===== src/rtl/hazard_forward_ctrl.sv =====
// Scoreboard-based operand forwarding and stall control for the in-order pipeline.
// Tracks in-flight destinations over PIPE_DEPTH stages and steers EX and ID-compare operand muxes.
module hazard_forward_ctrl #(
  parameter int REG_ADDR_WIDTH = 5,
  parameter int PIPE_DEPTH     = 4,
  parameter int LOAD_LAT       = 2,
  parameter int SEL_WIDTH      = 3
) (
  input  logic                      clk,
  input  logic                      rst_n,
  input  logic                      id_valid,
  input  logic [REG_ADDR_WIDTH-1:0] id_rs1,
  input  logic [REG_ADDR_WIDTH-1:0] id_rs2,
  input  logic                      id_use_rs1,
  input  logic                      id_use_rs2,
  input  logic                      id_is_branch,
  input  logic [REG_ADDR_WIDTH-1:0] id_rd,
  input  logic                      id_reg_wr_en,
  input  logic                      id_is_load,
  input  logic                      flush,
  output logic                      stall_id,
  output logic [SEL_WIDTH-1:0]      ex_fwd_sel1,
  output logic [SEL_WIDTH-1:0]      ex_fwd_sel2,
  output logic [SEL_WIDTH-1:0]      id_cmp_sel1,
  output logic [SEL_WIDTH-1:0]      id_cmp_sel2
);

  typedef logic [REG_ADDR_WIDTH-1:0] reg_addr_t;

  localparam int ALU_READY_STAGE  = 32'sd2;
  localparam int LOAD_READY_STAGE = LOAD_LAT + 32'sd1;

  logic [PIPE_DEPTH:1]        sb_v_r;
  logic [PIPE_DEPTH:1]        sb_ld_r;
  reg_addr_t [PIPE_DEPTH:1]   sb_rd_r;

  logic [SEL_WIDTH-1:0] ex_sel1_s, ex_sel2_s, cmp_sel1_s, cmp_sel2_s;
  logic                 ex_haz1_s, ex_haz2_s, cmp_haz1_s, cmp_haz2_s;
  logic                 haz1_s, haz2_s, stall_s, issue_s, ins_v_s;
  logic [SEL_WIDTH-1:0] ex_sel1_nxt_s, ex_sel2_nxt_s;
  logic [SEL_WIDTH-1:0] cmp_out1_s, cmp_out2_s;
  logic [SEL_WIDTH-1:0] ex_sel1_r, ex_sel2_r;

  // A producer's result exists on a bypass path once it reaches its ready stage.
  function automatic logic stage_ready(input int stage, input logic is_load);
    logic rdy;
    if (is_load) begin
      rdy = (stage >= LOAD_READY_STAGE);
    end else begin
      rdy = (stage >= ALU_READY_STAGE);
    end
    return rdy;
  endfunction

  // Youngest-match lookup for one source, resolved both for EX use (one stage later) and ID compare (now).
  function automatic void eval_src(
    input  logic [PIPE_DEPTH:1]      v,
    input  logic [PIPE_DEPTH:1]      ld,
    input  reg_addr_t [PIPE_DEPTH:1] rd,
    input  reg_addr_t                r,
    output logic [SEL_WIDTH-1:0]     ex_sel,
    output logic                     ex_haz,
    output logic [SEL_WIDTH-1:0]     cmp_sel,
    output logic                     cmp_haz
  );
    int   young;
    logic young_ld;
    young    = 32'sd0;
    young_ld = 1'b0;
    ex_sel   = '0;
    ex_haz   = 1'b0;
    cmp_sel  = '0;
    cmp_haz  = 1'b0;
    // Scan oldest to youngest so the smallest matching stage is left standing.
    for (int k = PIPE_DEPTH; k >= 32'sd1; k--) begin
      if (v[k] && (rd[k] == r) && (r != '0)) begin
        young    = k;
        young_ld = ld[k];
      end else begin
        young    = young;
        young_ld = young_ld;
      end
    end
    if (young == 32'sd0) begin
      ex_sel  = '0;
      cmp_sel = '0;
    end else begin
      if (young >= PIPE_DEPTH) begin
        ex_sel = '0;
      end else if (stage_ready(young + 32'sd1, young_ld)) begin
        ex_sel = SEL_WIDTH'(young + 32'sd1);
      end else begin
        ex_haz = 1'b1;
      end
      if (stage_ready(young, young_ld)) begin
        cmp_sel = SEL_WIDTH'(young);
      end else begin
        cmp_haz = 1'b1;
      end
    end
  endfunction

  // Per-source match resolution against the current scoreboard.
  always_comb begin
    eval_src(sb_v_r, sb_ld_r, sb_rd_r, id_rs1, ex_sel1_s, ex_haz1_s, cmp_sel1_s, cmp_haz1_s);
    eval_src(sb_v_r, sb_ld_r, sb_rd_r, id_rs2, ex_sel2_s, ex_haz2_s, cmp_sel2_s, cmp_haz2_s);
  end

  // Hazard, stall and issue decisions; flush overrides any stall.
  always_comb begin
    haz1_s  = 1'b0;
    haz2_s  = 1'b0;
    if (id_use_rs1) begin
      haz1_s = id_is_branch ? cmp_haz1_s : ex_haz1_s;
    end else begin
      haz1_s = 1'b0;
    end
    if (id_use_rs2) begin
      haz2_s = id_is_branch ? cmp_haz2_s : ex_haz2_s;
    end else begin
      haz2_s = 1'b0;
    end
    stall_s = id_valid && !flush && (haz1_s || haz2_s);
    issue_s = id_valid && !flush && !stall_s;
    ins_v_s = issue_s && id_reg_wr_en && (id_rd != '0);
  end

  // EX selects for the instruction about to enter EX; bubbles and branches take the regfile path.
  always_comb begin
    ex_sel1_nxt_s = '0;
    ex_sel2_nxt_s = '0;
    if (issue_s && !id_is_branch) begin
      ex_sel1_nxt_s = id_use_rs1 ? ex_sel1_s : '0;
      ex_sel2_nxt_s = id_use_rs2 ? ex_sel2_s : '0;
    end else begin
      ex_sel1_nxt_s = '0;
      ex_sel2_nxt_s = '0;
    end
  end

  // ID branch-compare selects, live only for a valid branch whose producer is ready.
  always_comb begin
    cmp_out1_s = '0;
    cmp_out2_s = '0;
    if (id_valid && id_is_branch) begin
      cmp_out1_s = (id_use_rs1 && !cmp_haz1_s) ? cmp_sel1_s : '0;
      cmp_out2_s = (id_use_rs2 && !cmp_haz2_s) ? cmp_sel2_s : '0;
    end else begin
      cmp_out1_s = '0;
      cmp_out2_s = '0;
    end
  end

  // Scoreboard shift: ID inserts at stage 1, the oldest entry retires.
  always_ff @(posedge clk or negedge rst_n) begin
    if (!rst_n) begin
      sb_v_r  <= '0;
      sb_ld_r <= '0;
      sb_rd_r <= '0;
    end else begin
      for (int k = PIPE_DEPTH; k >= 32'sd2; k--) begin
        sb_v_r[k]  <= sb_v_r[k-1];
        sb_ld_r[k] <= sb_ld_r[k-1];
        sb_rd_r[k] <= sb_rd_r[k-1];
      end
      sb_v_r[1]  <= ins_v_s;
      sb_ld_r[1] <= ins_v_s ? id_is_load : 1'b0;
      sb_rd_r[1] <= ins_v_s ? id_rd : '0;
    end
  end

  // Registered EX operand selects.
  always_ff @(posedge clk or negedge rst_n) begin
    if (!rst_n) begin
      ex_sel1_r <= '0;
      ex_sel2_r <= '0;
    end else begin
      ex_sel1_r <= ex_sel1_nxt_s;
      ex_sel2_r <= ex_sel2_nxt_s;
    end
  end

  assign stall_id    = stall_s;
  assign ex_fwd_sel1 = ex_sel1_r;
  assign ex_fwd_sel2 = ex_sel2_r;
  assign id_cmp_sel1 = cmp_out1_s;
  assign id_cmp_sel2 = cmp_out2_s;

endmodule


===== config.mk =====
export PLATFORM = sky130hd
export DESIGN_NAME = hazard_forward_ctrl
export DESIGN_NICKNAME = d
export VERILOG_FILES = /design/src/rtl/hazard_forward_ctrl.sv
export SDC_FILE = /design/constraint.sdc
export NUM_CORES = 1
export LEC_CHECK = 0
export CAP_MARGIN = 20
export CORE_MARGIN = 1.5
export CORE_UTILIZATION = 55
export CTS_BUF_LIST = sky130_fd_sc_hd__clkbuf_2
export CTS_CLUSTER_SIZE = 24
export DETAILED_ROUTE_END_ITERATION = 6
export PLACE_DENSITY = 0.83
export REMOVE_ABC_BUFFERS = 1
export SYNTH_ARGS = -nofsm -noshare
export SYNTH_HDL_FRONTEND = slang
export SYNTH_SLANG_ARGS = --single-unit

===== constraint.sdc =====
create_clock -name clk -period 6.2 [get_ports clk]
set_input_delay 1.24 -clock clk [delete_from_list [all_inputs] [get_ports clk]]
set_output_delay 1.24 -clock clk [all_outputs]
set_load 0.02 [all_outputs]

==> results of run 1 <==
==> repair_timing <==
item,CTS,global route
hold buffers,0,0
gates cloned,0,0
buffers inserted,0,0
gates resized for setup,1,5
endpoints found under the setup margin,1,2
==> final cells by class <==
type,instances,area (sq um)
Multi-Input combinational cell,160,1230
Sequential cell,34,851
Clock inverter,2,8.76
Tap cell,48,60.1
Fill cell,258,1020
Clock buffer,6,30.0
Inverter,15,56.3
Timing Repair Buffer,56,517
==> where the power goes <==
group / switching (W) / internal, W
clock: 0.0000774 / 0.0000276
sequential: 0.00000570 / 0.000227
combinational: 0.0000319 / 0.0000341
==> path summary, 6_finish.rpt <==
kind | start | to | cells after the start
max | id_rs2[3] | id_cmp_sel2[0] | 10
min | sb_v_r[3]$_DFF_PN0_ | sb_v_r[4]$_DFF_PN0_ | 0
max reg2reg | sb_rd_r[14]$_DFF_PN0_ | ex_fwd_sel2[0]$_DFF_PN0_ | 13
min reg2reg | sb_v_r[3]$_DFF_PN0_ | sb_v_r[4]$_DFF_PN0_ | 0
max in group asynchronous | rst_n | ex_fwd_sel2[2]$_DFF_PN0_ | 2
min in group asynchronous | rst_n | sb_rd_r[4]$_DFF_PN0_ | 2
==> flip-flops by register name (all words and copies together) (netlist names) <==
| name | flops |
|---|---|
| sb_rd_r | 20 |
| sb_ld_r | 4 |
| sb_v_r | 4 |
| ex_fwd_sel2 | 3 |
| ex_fwd_sel1 | 3 |
==> worst reg2reg max path, cell delays in order, from the launching register on <==
cell and delay, ns:
dfrtp_1 0.47, xor2_1 0.18, nor4_1 0.41, nor3b_2 0.37
o21ai_0 0.19, inv_1 0.09, ha_1 0.13, inv_1 0.04
ha_1 0.27, nor2_1 0.06, a311o_2 0.44, o221ai_4 0.20
buf_4 0.22, nor4b_2 0.07
==> kinds of logic (layout without fill, tap and decap cells) <==
kind of cell               count (synthesis)  after routing  synth area share
muxes                                      4              4            0.0215
adders and majority gates                  9              9            0.0509
AOI/OAI and AO/OA                         20             20            0.0741
DFF                                       34             34             0.384
buffers and inverters                     27             79            0.0661
and+or+nand+nor                           87             87             0.245
xor gates and xnor gates                  40             40             0.158
==> per-stage QoR <==
| step | cells | util | worst slack [ns] |
|---|---|---|---|
| final | 321 | 0.730 | 0.226 |
| after global routing | 321 | 0.730 | 0.0627 |
| after floorplan | 209 | - | 1.03 |
| after detailed placement | 313 | 0.714 | -0.00164 |
| after global placement | 313 | 0.714 | 0.0527 |
| after CTS | 321 | 0.724 | 0.117 |
==> cell usage in the layout (no fill, tap or decap), drive strengths merged, types with 3 or more instances in the layout <==
master,n
dfrtp,34
clkdlybuf4s50,32
xnor2,27
buf,20
nor3,16
inv,15
nor2,14
xor2,13
nand2,11
ha,9
nor4,8
nand3,8
nand4,7
clkbuf,6
nor3b,4
a21oi,3
a211oi,3
o21ai,3
dlymetal6s2s,3
or4,3
and2,3
or3,3
mux2,3
==> metal layers <==
metal	vias up	routed length, um
met5	-	0
met4	0	131
met3	13	258
met2	62	2340
met1	833	2110
li1	877	-
==> summary.md, run 1 <==
| Metric | Value |
|---|---|
| Number of routed nets with antenna violations | 0 |
| Yosys cell types | 53 |
| I/O pin cnt | 37 |
| Min Clock Period, post-route | between 5 and 6 ns |
| Worst path max stage delay | 0.65 ns |
| Total core area | approximately 3800 sq um |
| Routed wire per std cell | 15.1 um |
| Top cells by area, synth | dfrtp_1 38%, xnor2_1 11%, xor2_1 5.1% |
| Status | completed |
| Share of the synthesized area in the top cell type | 0.384 |
| CTS Sinks | 34 |
| Asr flop ratio synth | 1.00 |
| Total Nets Final | 305 |
| Die area | 4410 sq um |
| Power Total | around 0.00040 W |
| Worst-Margin Slew | approximately 0.56 ns |
| Clk_lat worst skew | 0.40 ns |
| Total grt overflow | 0 |
| Synth warn | 0 |
| CTS tree | built |
| Critical path class | input port to primary output |
| Dpl hpwl | ~4.0 mm |
| Leak | around 1.3 nW |
| Chip Height | approximately 66 um |
| WP data required | 4.96 ns |
| Most frequent cell after synthesis | dfrtp_1 |
| Global-route wire length before repair | roughly 8.4 mm |
| DRC violations left | 0 |
| Clock root cell | clkbuf_2 |
| GR Layer Usage met1 | 0.335 |
| Clk slew on worst S/H paths | 0.17 ns |
| Htree depth | 2 |
| Synthesized area | between 2000 and 2500 sq um |
| Max-slew headroom at the worst pin | 0.622 |
| Detailed Route WL | between 4 and 5 mm |
| Worst EP arrival | between 4 and 5 ns |
| Maximum vdd drop | ~100 uV |
| Critical Path Start Type | input port |
| Core Rows | 22 |
| Final setup fails | 0 |
| Post-route cell area | 2750 sq um |
| Layout cells sized above 1 | 0.179 |
| GRT Resource Usage Total | 0.259 |
| Synthesized instance count | around 220 |
| Placement Cell Area | ~2700 sq um |
| R2r setup slk | just under 3 ns |
| GR Util met2 | 0.419 |
| Hold Fails Final Rpt | 0 |
| Post-route clock skew | 0.0178 ns |
| Initial DRT Pass Iterations | 4 |
| Setup_tns | 0 ns |
| Crit path max-delay family | buffers and inverters |
| Max cap viols | 0 |
| CP max-delay cell | clkdlybuf4s50_1 |
| Synth Register Bits | 34 |
| Initial antenna violation count | 0 |
| Pwr Density | ~150 nW/um^2 |
| Die W | between 60 and 70 um |
| Share of the yosys chip area belonging to registers | 0.384 |
| DRT iter0 DRCs | ~130 |
| Critical path fanouts, max | 5 |
| Post-synth top cells | 34 x dfrtp_1, 27 x xnor2_1, 15 x inv_1, 15 x nor3_1 |
| EDFF count, synth | 0 |
| Initial Util | 0.587 |
| Clk buf depth | 2 |
| Worst Path Buf+Inv | 3 |
| Layout area overhead | 24.3% |
| Synth area leader | dfrtp_1 |
| Port Buf Inserts | 36 |
| Busiest layer in global routing | met2 |
| RSZ-0062 raised after global routing | false |
| Fin. max-slew vios | 0 |
| Top_reg_cell synth | dfrtp_1 |
| Largest net degree at the start of global routing | 35 |
| CTS buffer count | 5 |
| Worst Setup End Kind | primary output |
| Final period utilization | 0.964 |
| Vias in the first global route | about 1900 |
| Routability cong. | 0.883 |
| Fmax | 0.167 GHz |
| Crit-path cells | clkdlybuf4s50_1 -> xor2_1 -> nor4_1 -> nor3b_2 -> buf_4 -> o311ai_0 -> a22oi_1 -> mux2_2 -> nor4_1 -> clkdlybuf4s50_1 |
| Met3 global-route usage | 0.0494 |
| Worst hold slack | between 0.4 and 0.5 ns |
| DR vias/cell | between 5 and 6 |
| Via count | between 1500 and 2000 |
| N_diodes | 0 |
| Mean Syn Cell Area | 10.0 sq um |
| Worst Hold Class | flop to flop |
(Power assumes the default switching activity.)
==> run 2, diff against run 1 <==
GPL_TIMING_DRIVEN = 0   (was default)
==> summary.md, run 2 (synthesis results as in run 1) <==
| Metric | Value |
|---|---|
| Worst-Margin Slew | 0.737 ns (+0.180 ns) |
| Max FFs per register | 20 (unchanged) |
| Layout Utilization | 0.714 (-0.0159) |
| Inst Count DP | 293 (-6.4%) |
| Critical path class | input port to primary output |
| Die area | 4410 sq um (unchanged) |
| Clk slew on worst S/H paths | 0.20 ns (+0.03 ns) |
| Worst EP arrival | 4.95 ns (+0.22 ns) |
| Number of routed nets with antenna violations | 0 (unchanged) |
| Most used cell, CP | or4_4 |
| Detailed Route WL | 4.95 mm (+2.2%) |
| Hold Fails Final Rpt | 0 (unchanged) |
| Total grt overflow | 0 (unchanged) |
| Crit-path cells | dlygate4sd2_1 -> or4_4 -> nor2_8 -> nor4_4 -> or4_4 -> ha_1 -> nor3_1 -> nand3_1 -> mux2_4 -> o221ai_4 -> and2_1 -> clkdlybuf4s50_1 |
| Layout area overhead | 21.6% |
| I/O pin cnt | 37 (unchanged) |
| Clk_lat worst skew | 0.40 ns (about the same) |
| Crit path max-delay family | simple AND/OR/NAND/NOR gates |
| Initial Util | 0.587 (unchanged) |
| Maximum vdd drop | 168 uV (+63%) |
| DRC violations left | 0 (unchanged) |
| CTS buffer count | 5 (unchanged) |
| Worst Path Buf+Inv | 2 (-1) |
| Initial DRT Pass Iterations | 4 (unchanged) |
| Final period utilization | 0.998 (+0.0344) |
| Final Instance Count excl. Fillers | 304 (-5.3%) |
| Critical path fanouts, max | 8 (+3) |
| Clock root cell | clkbuf_2 |
| Die W | 66.4 um (unchanged) |
| Post-route clock skew | 0.0171 ns (-0.000725 ns) |
| Final setup fails | 0 (unchanged) |
| Fmax | 0.162 GHz (-3.4%) |
| Top Registers | sb_rd_r x20, sb_ld_r x4, sb_v_r x4 |
| RSZ-0062 raised after global routing | true |
| Routability cong. | 0.836 (-5.4%) |
| Power Total | 0.000444 W (+9.8%) |
| Htree depth | 2 (unchanged) |
| Max-slew headroom at the worst pin | 0.509 (-0.114) |
| Total core area | 3770 sq um (unchanged) |
| WP data required | 4.96 ns (about the same) |
| Worst Setup End Kind | primary output |
| Routed wire per std cell | 16.3 um (+7.9%) |
| Largest net degree at the start of global routing | 35 (unchanged) |
| Max cap viols | 0 (unchanged) |
| Worst path max stage delay | 0.61 ns (-0.04 ns) |
| CTS Sinks | 34 (unchanged) |
| Critical Path Start Type | input port |
| Largest register by flop count | sb_rd_r |
| Core Rows | 22 (unchanged) |
| Vias in the first global route | 1853 (-0.32%) |
| CTS tree | built |
| Min Clock Period, post-route | 6.19 ns (+0.213 ns) |
| Layout cells sized above 1 | 0.152 (-0.0271) |
| Worst Hold Class | flop to flop |
| Fin. max-slew vios | 0 (unchanged) |
| GR Util met2 | 0.455 (+0.0363) |
| Initial antenna violation count | 0 (unchanged) |
| Via count | 1766 (-1.1%) |
| DR vias/cell | 5.81 (+4.5%) |
| N_diodes | 0 (unchanged) |
| GR Layer Usage met1 | 0.314 (-0.0209) |
| CP max-delay cell | or4_4 |
| Total Nets Final | 288 (-5.6%) |
| Most frequent cells in the layout | 34 x dfrtp_1, 27 x xnor2_1, 24 x clkdlybuf4s50_1, 15 x inv_1 |
| Busiest layer in global routing | met2 |
| Port Buf Inserts | 36 (unchanged) |
| Leak | 1.21 nW (-4.1%) |
| DRT iter0 DRCs | 90 (-31%) |
| Dpl hpwl | 3.62 mm (-8.4%) |
| Chip Height | 66.4 um (unchanged) |
| GRT Resource Usage Total | 0.260 (about the same) |
| Pwr Density | 165 nW/um^2 (+12%) |
| Global-route wire length before repair | 8.53 mm (+1.6%) |
| Most common cell after layout, fill and taps aside | dfrtp_1 |
| Met3 global-route usage | 0.0562 (+0.00681) |
| Status | completed |
| Clk buf depth | 2 (unchanged) |
[run 2: cell count changes in the layout (fill, tap and decap cells not counted), sizes merged]
cell           before  now
buf                20    4
bufinv              0    1
clkbuf              6    5
clkdlybuf4s50      32   24
clkinv              2    0
clkinvlp            0    2
dlygate4sd2         1    5
dlymetal6s2s        3    6
[run 2: path summary, 6_finish.rpt]
check	from	end	slack, ns	cells after the start
hold reg to reg	sb_v_r[3]$_DFF_PN0_	sb_v_r[4]$_DFF_PN0_	0.42	0
hold / removal	sb_v_r[3]$_DFF_PN0_	sb_v_r[4]$_DFF_PN0_	0.42	0
setup reg to reg	sb_rd_r[8]$_DFF_PN0_	sb_v_r[1]$_DFF_PN0_	2.83	14
max in group asynchronous	rst_n	sb_rd_r[13]$_DFF_PN0_	4.85	1
setup / recovery	id_rs1[2]	stall_id	0.01	12
min in group asynchronous	rst_n	sb_rd_r[16]$_DFF_PN0_	0.87	1
[run 2: final cells by class]
class / instances / area [sq um]
multi-input combinational: 160 / 1270
clock buffer: 5 / 25.0
inverter: 15 / 56.3
clock inverter: 3 / 45.0
tap: 48 / 60.1
fill: 279 / 1080
timing repair buffer: 39 / 387
sequential: 34 / 851
[run 2: where the power goes]
group	total, W	internal (W)	switching [W]
Combinational	0.0000612	0.0000283	0.0000329
Sequential	0.000232	0.000227	0.00000515
Clock	0.000150	0.0000678	0.0000823
[run 2: per-layer routing]
layer	up-vias	routed length [um]
met1	869	2090
met5	-	0
met4	0	73
met3	7	173
met2	45	2610
li1	845	-
[run 2: repair_timing]
action / CTS / global route
setup buffers: 1 / 2
hold buffers: 0 / 0
setup endpoints to repair: 2 / 3
pin swaps: 1 / 1
gates resized for setup: 12 / 9
[run 2: metrics by stage]
stage / setup WS [ns] / TNS [ns] / hold slack, ns / instance area [sq um]
detailed placement: -0.384 / -0.484 / 0.391 / 2540
floorplan: 1.03 / 0 / 0.373 / 2120
global route: -0.0989 / -0.0989 / 0.440 / 2690
global placement: -0.294 / -0.309 / 0.384 / 2540
finish: 0.0127 / 0 / 0.422 / 2690
CTS: 0.0149 / 0 / 0.430 / 2640
==> run 3, diff against run 2 <==
PLACE_DENSITY = 0.89   (was 0.83)
RECOVER_POWER = 100   (was default)
==> summary.md, run 3 (synthesis results as in run 1) <==
| Metric | Value |
|---|---|
| Worst Hold Class | flop to flop |
| Routed wire per std cell | 16.6 um (+2.1%) |
| Chip Height | 66.4 um (unchanged) |
| Fmax | 0.167 GHz (+3.5%) |
| Via count | 1792 (+1.5%) |
| Core Rows | 22 (unchanged) |
| Worst Path Buf+Inv | 2 (unchanged) |
| CP max-delay cell | dlygate4sd3_1 |
| Critical Path Start Type | input port |
| I/O pin cnt | 37 (unchanged) |
| WHS Path Cells | 0 (unchanged) |
| Layout area overhead | 18.5% |
| Leak | 1.20 nW (-0.15%) |
| Final period utilization | 0.964 (-0.0341) |
| GRT Resource Usage Total | 0.263 (+0.00334) |
| Total core area | 3770 sq um (unchanged) |
| Failing checks | max-capacitance violations, max-slew violations |
| CTS buffer count | 5 (unchanged) |
| Worst-Margin Slew | 1.76 ns (+1.03 ns) |
| Worst EP arrival | 4.74 ns (-0.21 ns) |
| Pwr Density | 150 nW/um^2 (-9.2%) |
| DRT iter0 DRCs | 160 (+78%) |
| Clk_lat worst skew | 0.38 ns (-0.02 ns) |
| CTS tree | built |
| Post-route clock skew | 0.0140 ns (-0.00311 ns) |
| Min Clock Period, post-route | 5.98 ns (-0.212 ns) |
| Most common cell after layout, fill and taps aside | dfrtp_1 |
| Global-route wire length before repair | 8.56 mm (+0.33%) |
| CTS Sinks | 34 (unchanged) |
| R2r setup slk | 2.43 ns (-0.40 ns) |
| Max-slew headroom at the worst pin | -0.176 (-0.685) |
| Clock root cell | clkbuf_2 |
| Detailed Route WL | 5.07 mm (+2.5%) |
| Worst path max stage delay | 0.70 ns (+0.09 ns) |
| Vias in the first global route | 1800 (-2.9%) |
| Critical Path Stages | 11 (-1) |
| Port Buf Inserts | 36 (unchanged) |
| Clk buf depth | 2 (unchanged) |
| Largest register by flop count | sb_rd_r |
| Setup_tns | 0 ns (unchanged) |
| Most used cell, CP | or4_4 |
| Max cap viols | 1 (+1) |
| Number of routed nets with antenna violations | 0 (unchanged) |
| Worst Setup End Kind | primary output |
| Top Registers | sb_rd_r x20, sb_ld_r x4, sb_v_r x4 |
| Sequential share of power | 0.592 (+0.068) |
| Power Total | 0.000392 W (-12%) |
| Dpl hpwl | 3.73 mm (+3.0%) |
| N_diodes | 0 (unchanged) |
| Die area | 4410 sq um (unchanged) |
| Crit path max-delay family | simple AND/OR/NAND/NOR gates |
| Max FFs per register | 20 (unchanged) |
| Layout cells sized above 1 | 0.136 (-0.0162) |
| Clock share of power | 0.254 (-0.084) |
| Largest net degree at the start of global routing | 35 (unchanged) |
| Hold Fails Final Rpt | 0 (unchanged) |
| Gate power share | 0.154 (+0.016) |
| Initial DRT Pass Iterations | 4 (unchanged) |
| Maximum vdd drop | 134 uV (-20%) |
| Htree depth | 2 (unchanged) |
| Net Sw Frac | 0.281 (+0.00950) |
| Psw | 0.000110 W (-8.4%) |
| R2R depth | 13 (-1) |
| WP data required | 4.96 ns (about the same) |
| Initial antenna violation count | 0 (unchanged) |
| Cts hold-fix bufs | 0 (unchanged) |
| Cell-internal power | 0.000282 W (-13%) |
| DRC violations left | 0 (unchanged) |
| Clk slew on worst S/H paths | 0.17 ns (-0.03 ns) |
| Fin. max-slew vios | 35 (+35) |
| Most frequent cells in the layout | 34 x dfrtp_1, 27 x xnor2_1, 15 x inv_1 |
| Routability cong. | 0.884 (+5.9%) |
| RSZ-0062 raised after global routing | false |
| Worst hold slack | 0.431 ns (+0.00894 ns) |
| Crit-path cells | dlygate4sd2_1 -> or4_4 -> nor2_8 -> nor3_2 -> or4_4 -> ha_1 -> a211o_1 -> o311ai_1 -> nand2b_1 -> a211oi_1 -> dlygate4sd3_1 |
| Initial Util | 0.587 (unchanged) |
| Critical path fanouts, max | 8 (unchanged) |
| DR vias/cell | 5.88 (+1.1%) |
| Total Nets Final | 289 (+0.35%) |
| Status | finished with violations |
| Total grt overflow | 0 (unchanged) |
| Final setup fails | 0 (unchanged) |
| Critical path class | input port to primary output |
| Die W | 66.4 um (unchanged) |
run 3: through the flow:
stage | cell area [sq um] | setup slack, ns | util | instances
after global routing | 2620 | 0.0573 | 0.695 | 305
after CTS | 2620 | 0.0146 | 0.694 | 303
final | 2620 | 0.224 | 0.695 | 305
after floorplan | 2120 | 1.03 | - | 209
after global placement | 2540 | -0.292 | 0.675 | 293
after detailed placement | 2540 | -0.395 | 0.673 | 293
run 3: final timing paths:
kind | end | start
worst min register to register | sb_v_r[3]$_DFF_PN0_ | sb_v_r[2]$_DFF_PN0_
worst max-delay path | id_cmp_sel1[0] | id_rs1[2]
min in group asynchronous | sb_rd_r[19]$_DFF_PN0_ | rst_n
max in group asynchronous | sb_rd_r[2]$_DFF_PN0_ | rst_n
worst max register to register | sb_rd_r[1]$_DFF_PN0_ | sb_rd_r[10]$_DFF_PN0_
worst min-delay path | sb_v_r[3]$_DFF_PN0_ | sb_v_r[2]$_DFF_PN0_
run 3: area by class of cell:
type / count / area [sq um]
clock buffers: 6 / 30.0
clock inverters: 2 / 8.76
fillers: 280 / 1150
inverters: 15 / 56.3
multi-input cells: 160 / 1240
flip-flops and latches: 34 / 851
well taps: 48 / 60.1
repair buffers: 40 / 374
run 3: routing by layer:
layer / part of all wire / GRT usage / vias up
li1: - / - / 845
met5: 0 / 0 / -
met2: 0.52 / 0.448 / 55
met3: 0.051 / 0.0681 / 4
met4: 0.0085 / 0.0893 / 0
met1: 0.42 / 0.321 / 888
run 3: power by group through the flow:
stage          Combinational [W]  Clock (W)  Sequential, W
2_1_floorplan          0.0000278          0       0.000235
3_3_place_gp           0.0000579          0       0.000236
3_5_place_dp           0.0000599          0       0.000236
4_1_cts                0.0000604   0.000103       0.000232
5_1_grt                0.0000659   0.000113       0.000233
6_report               0.0000603  0.0000997       0.000232
run 3: repair_timing:
| action | 4_1_cts | 5_1_grt |
|---|---|---|
| gates cloned | 0 | 0 |
| endpoints found under the setup margin | 2 | 2 |
| hold endpoints to repair | 0 | 0 |
| buffers inserted | 2 | 2 |
| pin swaps | 1 | 2 |
| gates resized for setup | 13 | 13 |
